**config.mk**
```make
export PLATFORM = sky130hd
export DESIGN_NAME = layer_controller_neuron_mac
export DESIGN_NICKNAME = d
export VERILOG_FILES = /design/src/rtl/layer_controller_pkg.sv /design/src/rtl/layer_controller_neuron_act.sv /design/src/rtl/layer_controller_neuron_mac.sv
export SDC_FILE = /design/constraint.sdc
export NUM_CORES = 1
export LEC_CHECK = 0
export BUFFER_PORTS_ARGS = -buffer_cell sky130_fd_sc_hd__buf_2
export CAP_MARGIN = 30
export CORE_MARGIN = 3
export CORE_UTILIZATION = 50
export DETAILED_ROUTE_END_ITERATION = 8
export GPL_TIMING_DRIVEN = 0
export PLACE_DENSITY = 0.68
export SYNTH_ARGS = -nofsm -noshare
export SYNTH_HDL_FRONTEND = slang
export SYNTH_SLANG_ARGS = --single-unit
```
**constraint.sdc**
```tcl
create_clock -name clk -period 11.03 [get_ports clk]
set_clock_uncertainty 0.2 [all_clocks]
set_input_delay 2.206 -clock clk [delete_from_list [all_inputs] [get_ports clk]]
set_output_delay 2.206 -clock clk [all_outputs]
set_load 0.02 [all_outputs]
```
**src/rtl/layer_controller_pkg.sv**
```systemverilog
// Shared defaults and FSM state encoding for the neuron MAC layer controller.
package layer_controller_pkg;

    localparam int LC_DATA_W    = 9;
    localparam int LC_ACC_W     = 24;
    localparam int LC_FRAC_BITS = 4;

    typedef enum logic [1:0] {
        IDLE  = 2'd0,
        ACCUM = 2'd1,
        ACT   = 2'd2,
        OUT   = 2'd3
    } lc_state_e;

    function automatic int max_int(input int a, input int b);
        return (a > b) ? a : b;
    endfunction

endpackage

```
**src/rtl/layer_controller_neuron_act.sv**
```systemverilog
// Combinational output stage: floor shift of the accumulator, clamp to DATA_W, activation.
// Activation is ReLU when LAYER_CONTROLLER_NEURON_RELU_EN is defined, identity otherwise.
module layer_controller_neuron_act
    import layer_controller_pkg::*;
#(
    parameter int DATA_W    = LC_DATA_W,
    parameter int ACC_W     = LC_ACC_W,
    parameter int FRAC_BITS = LC_FRAC_BITS
) (
    input  logic signed [ACC_W-1:0]  acc,
    output logic signed [DATA_W-1:0] result,
    output logic                     clip
);

    logic signed [ACC_W-1:0]  shifted;
    logic signed [DATA_W-1:0] clamped;

    always_comb begin
        shifted = acc >>> FRAC_BITS;
        clip    = (shifted[ACC_W-1:DATA_W-1] != {(ACC_W-DATA_W+1){shifted[ACC_W-1]}});
        if (clip) begin
            clamped = shifted[ACC_W-1] ? {1'b1, {(DATA_W-1){1'b0}}}
                                       : {1'b0, {(DATA_W-1){1'b1}}};
        end else begin
            clamped = shifted[DATA_W-1:0];
        end
`ifdef LAYER_CONTROLLER_NEURON_RELU_EN
        result = clamped[DATA_W-1] ? '0 : clamped;
`else
        result = clamped;
`endif
    end

endmodule

```
**src/rtl/layer_controller_neuron_mac.sv**
```systemverilog
// Single-neuron MAC: accumulates in_data*weight beats on top of a bias, then emits one
// activated result per vector. Activation selected by LAYER_CONTROLLER_NEURON_RELU_EN.
//
// state | meaning
// IDLE  | waiting for the first beat of a vector; previous outputs retained
// ACCUM | vector in progress, accumulating beats
// ACT   | one cycle: shift/clamp/activate acc into result
// OUT   | result presented until out_ready
module layer_controller_neuron_mac
    import layer_controller_pkg::*;
#(
    parameter int DATA_W    = LC_DATA_W,
    parameter int ACC_W     = LC_ACC_W,
    parameter int FRAC_BITS = LC_FRAC_BITS
) (
    input  logic                     clk,
    input  logic                     reset,
    input  logic signed [DATA_W-1:0] in_data,
    input  logic signed [DATA_W-1:0] weight,
    input  logic signed [DATA_W-1:0] bias,
    input  logic                     in_valid,
    input  logic                     in_last,
    output logic                     in_ready,
    output logic signed [DATA_W-1:0] result,
    output logic                     out_valid,
    input  logic                     out_ready,
    output logic                     sat,
    output logic [7:0]               beat_cnt
);

    localparam int PROD_W = 2 * DATA_W;
    // One guard bit over the widest operand catches any overflow of the ACC_W sum.
    localparam int SUM_W  = max_int(ACC_W, max_int(PROD_W, DATA_W + FRAC_BITS)) + 1;

    lc_state_e                state, state_nxt;
    logic signed [ACC_W-1:0]  acc;
    logic signed [PROD_W-1:0] product;
    logic signed [SUM_W-1:0]  base_ext;
    logic signed [SUM_W-1:0]  sum_ext;
    logic signed [ACC_W-1:0]  acc_sum;
    logic                     acc_clip;
    logic                     beat_acc;
    logic signed [DATA_W-1:0] act_result;
    logic                     act_clip;

    always_comb begin
        product  = PROD_W'(in_data) * PROD_W'(weight);
        base_ext = (state == IDLE) ? (SUM_W'(bias) <<< FRAC_BITS) : SUM_W'(acc);
        sum_ext  = base_ext + SUM_W'(product);
        acc_clip = (sum_ext[SUM_W-1:ACC_W-1] != {(SUM_W-ACC_W+1){sum_ext[SUM_W-1]}});
        if (acc_clip) begin
            acc_sum = sum_ext[SUM_W-1] ? {1'b1, {(ACC_W-1){1'b0}}}
                                       : {1'b0, {(ACC_W-1){1'b1}}};
        end else begin
            acc_sum = sum_ext[ACC_W-1:0];
        end
    end

    always_comb begin
        state_nxt = state;
        in_ready  = 1'b0;
        out_valid = 1'b0;
        case (state)
            IDLE, ACCUM: begin
                in_ready = 1'b1;
                if (in_valid) state_nxt = in_last ? ACT : ACCUM;
            end
            ACT:     state_nxt = OUT;
            OUT: begin
                out_valid = 1'b1;
                if (out_ready) state_nxt = IDLE;
            end
            default: state_nxt = IDLE;
        endcase
    end

    assign beat_acc = in_valid && in_ready;

    always_ff @(posedge clk or posedge reset) begin
        if (reset) state <= IDLE;
        else       state <= state_nxt;
    end

    always_ff @(posedge clk or posedge reset) begin
        if (reset) begin
            acc      <= '0;
            result   <= '0;
            sat      <= 1'b0;
            beat_cnt <= 8'd0;
        end else begin
            if (beat_acc) begin
                acc <= acc_sum;
                if (state == IDLE) begin
                    beat_cnt <= 8'd1;
                    sat      <= acc_clip;
                end else begin
                    if (beat_cnt != 8'hFF) beat_cnt <= beat_cnt + 8'd1;
                    sat <= sat | acc_clip;
                end
            end
            if (state == ACT) begin
                result <= act_result;
                sat    <= sat | act_clip;
            end
        end
    end

    layer_controller_neuron_act #(
        .DATA_W    (DATA_W),
        .ACC_W     (ACC_W),
        .FRAC_BITS (FRAC_BITS)
    ) u_act (
        .acc    (acc),
        .result (act_result),
        .clip   (act_clip)
    );

endmodule

```
# Yosys cells after proc, flatten, opt, wreduce, memory -nomap -nowiden
# Cells that the tools add are included.
# word_totals
register_bits	44
output_inout_bits	20
# classes
add_sub_neg	2
mul	1
eq_ne	8
muxes	16
n_bitwise	2
n_reduce_logical	7
# ops
op	n
24-bit 2-to-1 mux	2
25-bit by 18-bit adder with 25-bit output	1
25-bit 2-to-1 mux	1
9-bit by 9-bit multiplier with 18-bit output	1
9-bit 2-to-1 mux	2
8-bit 2-to-1 mux	2
11-bit inequality test	1
8-bit by 1-bit adder with 8-bit output (second input constant)	1
8-bit inequality test (second input constant)	1
2-bit 2-to-1 mux	3
2-bit case mux with 3 select lines	1
1-bit 2-to-1 mux	5
2-bit == test (second input constant)	2
2-bit inequality test (second input constant)	2
2-bit AND reduction	2
2-bit nonzero test	2
2-bit by 1-bit == test with 1-bit output (second input constant)	1
2-bit zero test	1
1-bit bitwise OR	2
2-bit OR reduction	1
1-bit logical AND	1
1-bit inequality test	1

# Longest topological paths before layout
# Gate-level depths: netlist of the first run.
# depth
ltp_word	8
mapped_depth	23
ltp_nobuf	20

# Hierarchy
# From an unflattened synthesis of the first run, not the netlist that was laid out.
# unflattened
hier_cells	812
area_unflattened_um2	7040.5
# by_module_without_submodules
mod	instances	cells_per_inst	area_per_inst_um2	seq_area_each_um2
layer_controller_neuron_mac	1	785	6842.8	1101.1
layer_controller_neuron_act	1	27	197.7	0.0

# Least setup slack after synthesis of the first run
# Ideal clock, no wire load.
# synth_timing
path_type	input-to-reg
from	in in_data[8]
to	reg acc[13]
setup_time_ps	135
arrival_ps	7586
slack_ps	3109
path_stages	21
path_buffers	2
path_cell_list	clkbuf_1 > nand2_1 > fa_1 > inv_1 > fa_1 > inv_1 > fa_1 > inv_1 > fa_1 > inv_1 > fa_1 > inv_1 > ha_1 > a21o_1 > a311oi_1 > o21bai_1 > a221o_2 > xor2_4 > buf_6 > a211oi_1 > nor3_1
# synth_between
elab_chain_len	4
elab_cells_between_ends	5
# synth_lines
element	line_no	source
start, declared	layer_controller_neuron_mac.sv:18	input logic signed [DATA_W-1:0] in_data,
9-bit by 9-bit multiplier with 18-bit output (*)	layer_controller_neuron_mac.sv:47	product = PROD_W'(in_data) * PROD_W'(weight);
25-bit by 18-bit adder with 25-bit output (*)	layer_controller_neuron_mac.sv:49	sum_ext = base_ext + SUM_W'(product);
24-bit 2-to-1 mux / 1-bit inequality test (equally long branches)	layer_controller_neuron_mac.sv:52, layer_controller_neuron_mac.sv:50	
24-bit 2-to-1 mux (*)	layer_controller_neuron_mac.sv:51	if (acc_clip) begin
end signal, assigned	layer_controller_neuron_mac.sv:92	acc <= acc_sum;
end, declared	layer_controller_neuron_mac.sv:36	logic signed [ACC_W-1:0] acc;
# Every way passes the cells marked *; elsewhere a longest branch is shown, timed or not.
# A chain may end at the register's enable or synchronous reset.

# Worst setup path in the final report of the first run
# layout_timing
from	in weight[0]
to	reg acc[8]
# layout_between
elab_chain_len	4
elab_cells_between_ends	5
# layout_lines
element	line_no	source
start, declared	layer_controller_neuron_mac.sv:19	input logic signed [DATA_W-1:0] weight,
9-bit by 9-bit multiplier with 18-bit output (*)	layer_controller_neuron_mac.sv:47	
25-bit by 18-bit adder with 25-bit output (*)	layer_controller_neuron_mac.sv:49	
24-bit 2-to-1 mux / 1-bit inequality test (equally long branches)	layer_controller_neuron_mac.sv:52, layer_controller_neuron_mac.sv:50	
24-bit 2-to-1 mux (*)	layer_controller_neuron_mac.sv:51	
# Marks and branches as above.

==> results.sh, run 1 <==
export IMPL_status="finished, final reports clean"
export IMPL_cp_start_kind="input port"
export IMPL_crit_fanout=10
export IMPL_worstSkewPairLatency_ns=0.30
export IMPL_die_h_um=125
export IMPL_antenna_cells=0
export IMPL_wl_mm=15.1
export IMPL_synthCells=822
export IMPL_drt_initial_drc_count=267
export IMPL_synth_async_reset_ratio_pct=100
export IMPL_vias_per_cell=5.29
export IMPL_rr_endpoint="acc[8]$_DFFE_PP0P_"
export IMPL_hold_path_class="reg2reg"
export IMPL_h_tree_depth=2
export IMPL_syn_cell_area_um2=7030
export IMPL_criticalPathCategory="in2reg"
export IMPL_endpoint="acc[8]$_DFFE_PP0P_"
export IMPL_slew_viol_final=0
export IMPL_ys_types=55
export IMPL_finalNonFillerCells=1045
export IMPL_critPathLaunch="weight[0]"
export IMPL_cts_resized=0
export IMPL_r2r_start="state[1]$_DFFE_PP0P_"
export IMPL_fin_crit_ns=8.39
export IMPL_fin_setup_tns_ns=0
export IMPL_synth_top_cell_area_share_pct=28.5
export IMPL_drive_gt1_share_pct=7.94
export IMPL_path_clk_slew_ns=0.07
export IMPL_fillers=1280
export IMPL_ys_flop_type="dfrtp_1"
export IMPL_ant_nets=0
export IMPL_ys_ff_latch=44
export IMPL_grt_pass1_vias=5619
export IMPL_finalSetupViolations=0
export IMPL_placed_cells=1037
export IMPL_preCtsSetupSlack_ns=2.38
export IMPL_cts_buffers=5
export IMPL_cts_sinks=44
export IMPL_synth_edff_count=0
export IMPL_synth_area_leaders="fa_1 28%, dfrtp_1 16%, ha_1 11%, inv_1 9.2%, nand2_1 6.3%"
export IMPL_crit_required_ns=11.05
export IMPL_end_kind="register"
export IMPL_yosys_area_top_type="fa_1"
export IMPL_period_share_pct=76.0
export IMPL_root_buffer="clkbuf_16"
export IMPL_grt_use_total_pct=20.5
export IMPL_slew_headroom_pct=47.7
export IMPL_reg2reg_slack_ns=4.87
export IMPL_hpwlAfterDp_mm=12.5
export IMPL_num_rows=42
export IMPL_cts_tree="yes"
export IMPL_r2r_cells=20
export IMPL_grt_antenna_before_repair=0
export IMPL_area_delta_synth_final_pct=8.58
export IMPL_gp_routability_congestion=0.867
export IMPL_fin_nets=1063
export IMPL_drc=0
export IMPL_cts_setup_buffers=0
export IMPL_ys_warn_count=0
export IMPL_maxCapViolCount=0
export IMPL_vias=5531
export IMPL_cts_hold_buf=0
export IMPL_ys_seq_area_share_pct=15.7
export IMPL_worstMarginPinSlew_ns=0.782
export IMPL_hold_viol_final=0
export IMPL_timing_fmax_ghz=0.119
export IMPL_initial_core_util_pct=52.0
export IMPL_num_io_pins=52
export IMPL_avgSynthCellArea_um2=8.55
export IMPL_arrival_ns=8.40
export IMPL_core_um2=13500
export IMPL_rsz0062_at_grt="no"
export IMPL_clockBufferDepth=2
export IMPL_grt_max_degree=41
export IMPL_setup_ws_ns=2.64
export IMPL_grt_overflow_total=0
export IMPL_layout_commonest_cell="inv_1"
export IMPL_first_pass_iters=5
export IMPL_final_cell_mix="172 x inv_1, 117 x nand2_1, 100 x fa_1"
export IMPL_dieWidth_um=125
export IMPL_port_buffers=38
export IMPL_wl_per_cell_um=14.4
export IMPL_grt_pass1_wl_mm=26.8
export IMPL_synth_nets=1017
export IMPL_die_area_um2=15500
-- cell type report --
class	count	area (um^2)	share of cell area, %
multi-input cells	574	5130	67.3
flip-flops and latches	44	1100	14.4
inverters	173	649	8.51
well taps	176	220	2.89
repair buffers	39	210	2.76
plain buffers	31	141	1.85
clock buffers	5	125	1.64
clock inverters	3	47.5	0.623
-- sequential cells by signal, indices dropped and copies added, names as in the netlist --
name and flops:
result 9, acc 24, state 2, beat_cnt 8
sat 1
-- cell usage after synthesis, drive strengths merged, types with 2 or more instances --
master / instances
inv: 173
nand2: 117
fa: 100
ha: 63
o21ai: 52
dfrtp: 44
a21oi: 39
and2: 32
nor2: 27
clkbuf: 25
a21o: 21
xnor2: 20
nor3: 11
a211oi: 10
nand4: 8
nor2b: 8
o21bai: 7
xor2: 7
buf: 6
nand3: 6
and3: 4
o21a: 4
o31ai: 4
or3: 4
maj3: 3
nor4: 3
or2: 3
a2111o: 2
a221o: 2
a31oi: 2
mux2: 2
o2111ai: 2
o211a: 2
-- routing by layer --
metal	wire (um)	track usage, %	share of wire [%]
met5	0	0	0
met4	217	4.06	1.4
met3	611	2.23	4.1
met2	7410	33.9	49
met1	6820	29.5	45
-- cell families after synthesis --
family          count (synthesis)  share of synthesized area (%)
simple gates                  226                           15.1
buf+inv                       204                           11.3
flops                          44                           15.7
mux                             2                          0.320
compound gates                153                           13.9
fa+ha+maj                     166                           40.1
xor+xnor                       27                           3.63
-- through the flow --
stage	cell area [um^2]	hold slack (ns)	util, %
3_3_place_gp	7440	0.258	55.1
6_report	7630	0.281	56.5
3_5_place_dp	7460	0.271	55.2
4_1_cts	7630	0.287	56.5
2_1_floorplan	7030	0.242	-
5_1_grt	7630	0.311	56.5
-- worst max-delay path: stages --
cell	delay [ns]
clkbuf_1	0.34
nand2_1	0.22
fa_1	0.57
inv_1	0.13
fa_1	0.61
inv_1	0.15
fa_1	0.50
inv_1	0.05
fa_1	0.47
inv_1	0.05
fa_1	0.47
inv_1	0.04
ha_1	0.33
a21oi_1	0.26
o21ai_0	0.20
a2111o_1	0.36
a21oi_2	0.25
o21ai_2	0.12
xor2_1	0.39
clkbuf_1	0.36
o21ai_0	0.16
o21ai_0	0.16
-- how the worst min path moves through the flow --
stage,from,to,slack (ns),depth (start not counted)
finish,result[1]$_DFFE_PP0P_,result[1]$_DFFE_PP0P_,0.28,2
global route,result[5]$_DFFE_PP0P_,result[5]$_DFFE_PP0P_,0.31,2
CTS,result[1]$_DFFE_PP0P_,result[1]$_DFFE_PP0P_,0.29,2
detailed placement,result[1]$_DFFE_PP0P_,result[1]$_DFFE_PP0P_,0.27,2
global placement,result[0]$_DFFE_PP0P_,result[0]$_DFFE_PP0P_,0.26,2
floorplan,acc[0]$_DFFE_PP0P_,acc[0]$_DFFE_PP0P_,0.24,2
Power of run 1 is not shown: default switching activity piles up to over one toggle a cycle in this logic, so the estimate is an artifact.
==> run 2, diff against run 1 <==
==> constraint.sdc (replaced) <==
create_clock -name clk -period 8.14 [get_ports clk]
set_clock_uncertainty 0.2 [all_clocks]
set_input_delay 1.628 -clock clk [delete_from_list [all_inputs] [get_ports clk]]
set_output_delay 1.628 -clock clk [all_outputs]
set_load 0.02 [all_outputs]
==> results.sh, run 2 (synthesized netlist as in run 1, its figures left out) <==
export IMPL_maxCapViolCount=0
export IMPL_cts_sinks=44
export IMPL_die_area_um2=15500
export IMPL_fin_nets=1063
export IMPL_wl_per_cell_um=14.5
export IMPL_timing_fmax_ghz=0.131
export IMPL_num_rows=42
export IMPL_drive_gt1_share_pct=8.40
export IMPL_dieWidth_um=125
export IMPL_grt_pass1_vias=5619
export IMPL_clockBufferDepth=2
export IMPL_cts_tree="yes"
export IMPL_gp_routability_congestion=0.867
export IMPL_ant_nets=0
export IMPL_worstMarginPinSlew_ns=0.778
export IMPL_regMostFlops="acc"
export IMPL_end_kind="register"
export IMPL_fin_crit_ns=7.63
export IMPL_crit_required_ns=8.15
export IMPL_num_io_pins=52
export IMPL_status="finished, final reports clean"
export IMPL_cts_buffers=5
export IMPL_min_from="result[1]$_DFFE_PP0P_"
export IMPL_hpwlAfterDp_mm=12.5
export IMPL_h_tree_depth=2
export IMPL_hold_viol_final=0
export IMPL_root_buffer="clkbuf_16"
export IMPL_criticalPathCategory="in2reg"
export IMPL_hold_path_class="reg2reg"
export IMPL_fin_setup_tns_ns=0
export IMPL_rr_endpoint="acc[6]$_DFFE_PP0P_"
export IMPL_grt_overflow_total=0
export IMPL_critPathLaunch="weight[1]"
export IMPL_regArea_um2=1100
export IMPL_core_um2=13500
export IMPL_slew_viol_final=0
export IMPL_finalSetupViolations=0
export IMPL_port_buffers=38
export IMPL_vias_per_cell=5.30
export IMPL_largest_reg_flops=24
export IMPL_slew_headroom_pct=47.9
export IMPL_drc=0
export IMPL_worstSkewPairLatency_ns=0.30
export IMPL_r2r_start="state[1]$_DFFE_PP0P_"
export IMPL_antenna_cells=0
export IMPL_grt_use_total_pct=20.5
export IMPL_period_share_pct=93.8
export IMPL_layout_commonest_cell="inv_1"
export IMPL_reg2reg_slack_ns=2.12
export IMPL_grt_pass1_wl_mm=26.8
export IMPL_path_clk_slew_ns=0.07
export IMPL_wl_mm=15.1
export IMPL_grt_antenna_before_repair=0
export IMPL_crit_fanout=10
export IMPL_multi_input_area_um2=5140
export IMPL_cts_setup_buffers=0
export IMPL_r2r_cells=20
export IMPL_grt_max_degree=41
export IMPL_rsz0062_at_grt="no"
export IMPL_drt_initial_drc_count=280
export IMPL_first_pass_iters=4
export IMPL_endpoint="acc[5]$_DFFE_PP0P_"
export IMPL_area_delta_synth_final_pct=8.74
export IMPL_initial_core_util_pct=52.0
export IMPL_reg_largest_list="acc x24, result x9, beat_cnt x8"
export IMPL_cp_start_kind="input port"
export IMPL_arrival_ns=7.64
export IMPL_fillers=1276
export IMPL_die_h_um=125
export IMPL_vias=5536
export IMPL_final_cell_mix="172 x inv_1, 117 x nand2_1, 100 x fa_1"
## run 2: cell counts in the layout (fill, tap and decap cells not counted)
Identical to the previous run, type by type.
## run 2: worst min-delay path by stage
| stage | to | slack (ns) | cells past startpoint |
|---|---|---|---|
| after global routing | result[5]$_DFFE_PP0P_ | 0.31 | 2 |
| after detailed placement | result[1]$_DFFE_PP0P_ | 0.27 | 2 |
| after floorplan | acc[0]$_DFFE_PP0P_ | 0.24 | 2 |
| final | result[1]$_DFFE_PP0P_ | 0.28 | 2 |
| after global placement | result[0]$_DFFE_PP0P_ | 0.26 | 2 |
| after CTS | result[1]$_DFFE_PP0P_ | 0.29 | 2 |
## run 2: area by class of cell
cell class | instances | share of cell area, %
clock buffer | 5 | 1.64
buffer | 31 | 1.90
clock inverter | 3 | 0.622
inverter | 173 | 8.50
tap | 176 | 2.88
multi-input combinational | 574 | 67.3
sequential | 44 | 14.4
timing repair buffer | 39 | 2.75
## run 2: stage by stage
stage	hold WS, ns	area [um^2]	cells	utilization (%)	setup WS [ns]
global placement	0.258	7440	1036	55.1	0.109
global route	0.311	7640	1045	56.6	0.0717
CTS	0.287	7630	1045	56.5	0.331
floorplan	0.242	7030	822	-	0.797
finish	0.281	7640	1045	56.6	0.508
detailed placement	0.271	7460	1037	55.2	0.0662
## run 2: what timing repair did
item | in CTS | in global routing
gates resized for setup | 0 | 7
hold buffers | 0 | 0
endpoints found under the setup margin | 0 | 20
## run 2: routing by layer
metal	global-route usage, %	vias to the layer above	wire length [um]
met5	0	-	0
met4	4.06	0	210
met3	2.23	15	598
met2	33.9	121	7410
met1	29.5	2720	6900
li1	-	2680	-
## run 2: worst max-delay path, cell delays in order
cell       delay [ns]
clkbuf_1         0.34
nand2_1          0.17
fa_1             0.52
inv_1            0.13
fa_1             0.61
inv_1            0.15
fa_1             0.69
inv_1            0.14
fa_1             0.50
inv_1            0.05
fa_1             0.47
inv_1            0.05
ha_1             0.35
a21o_1           0.23
a311oi_1         0.25
o21bai_1         0.10
a221o_2          0.45
xor2_4           0.31
buf_6            0.20
a2bb2oi_1        0.09
o31ai_1          0.19
Power of run 2 is left out for the same reason.
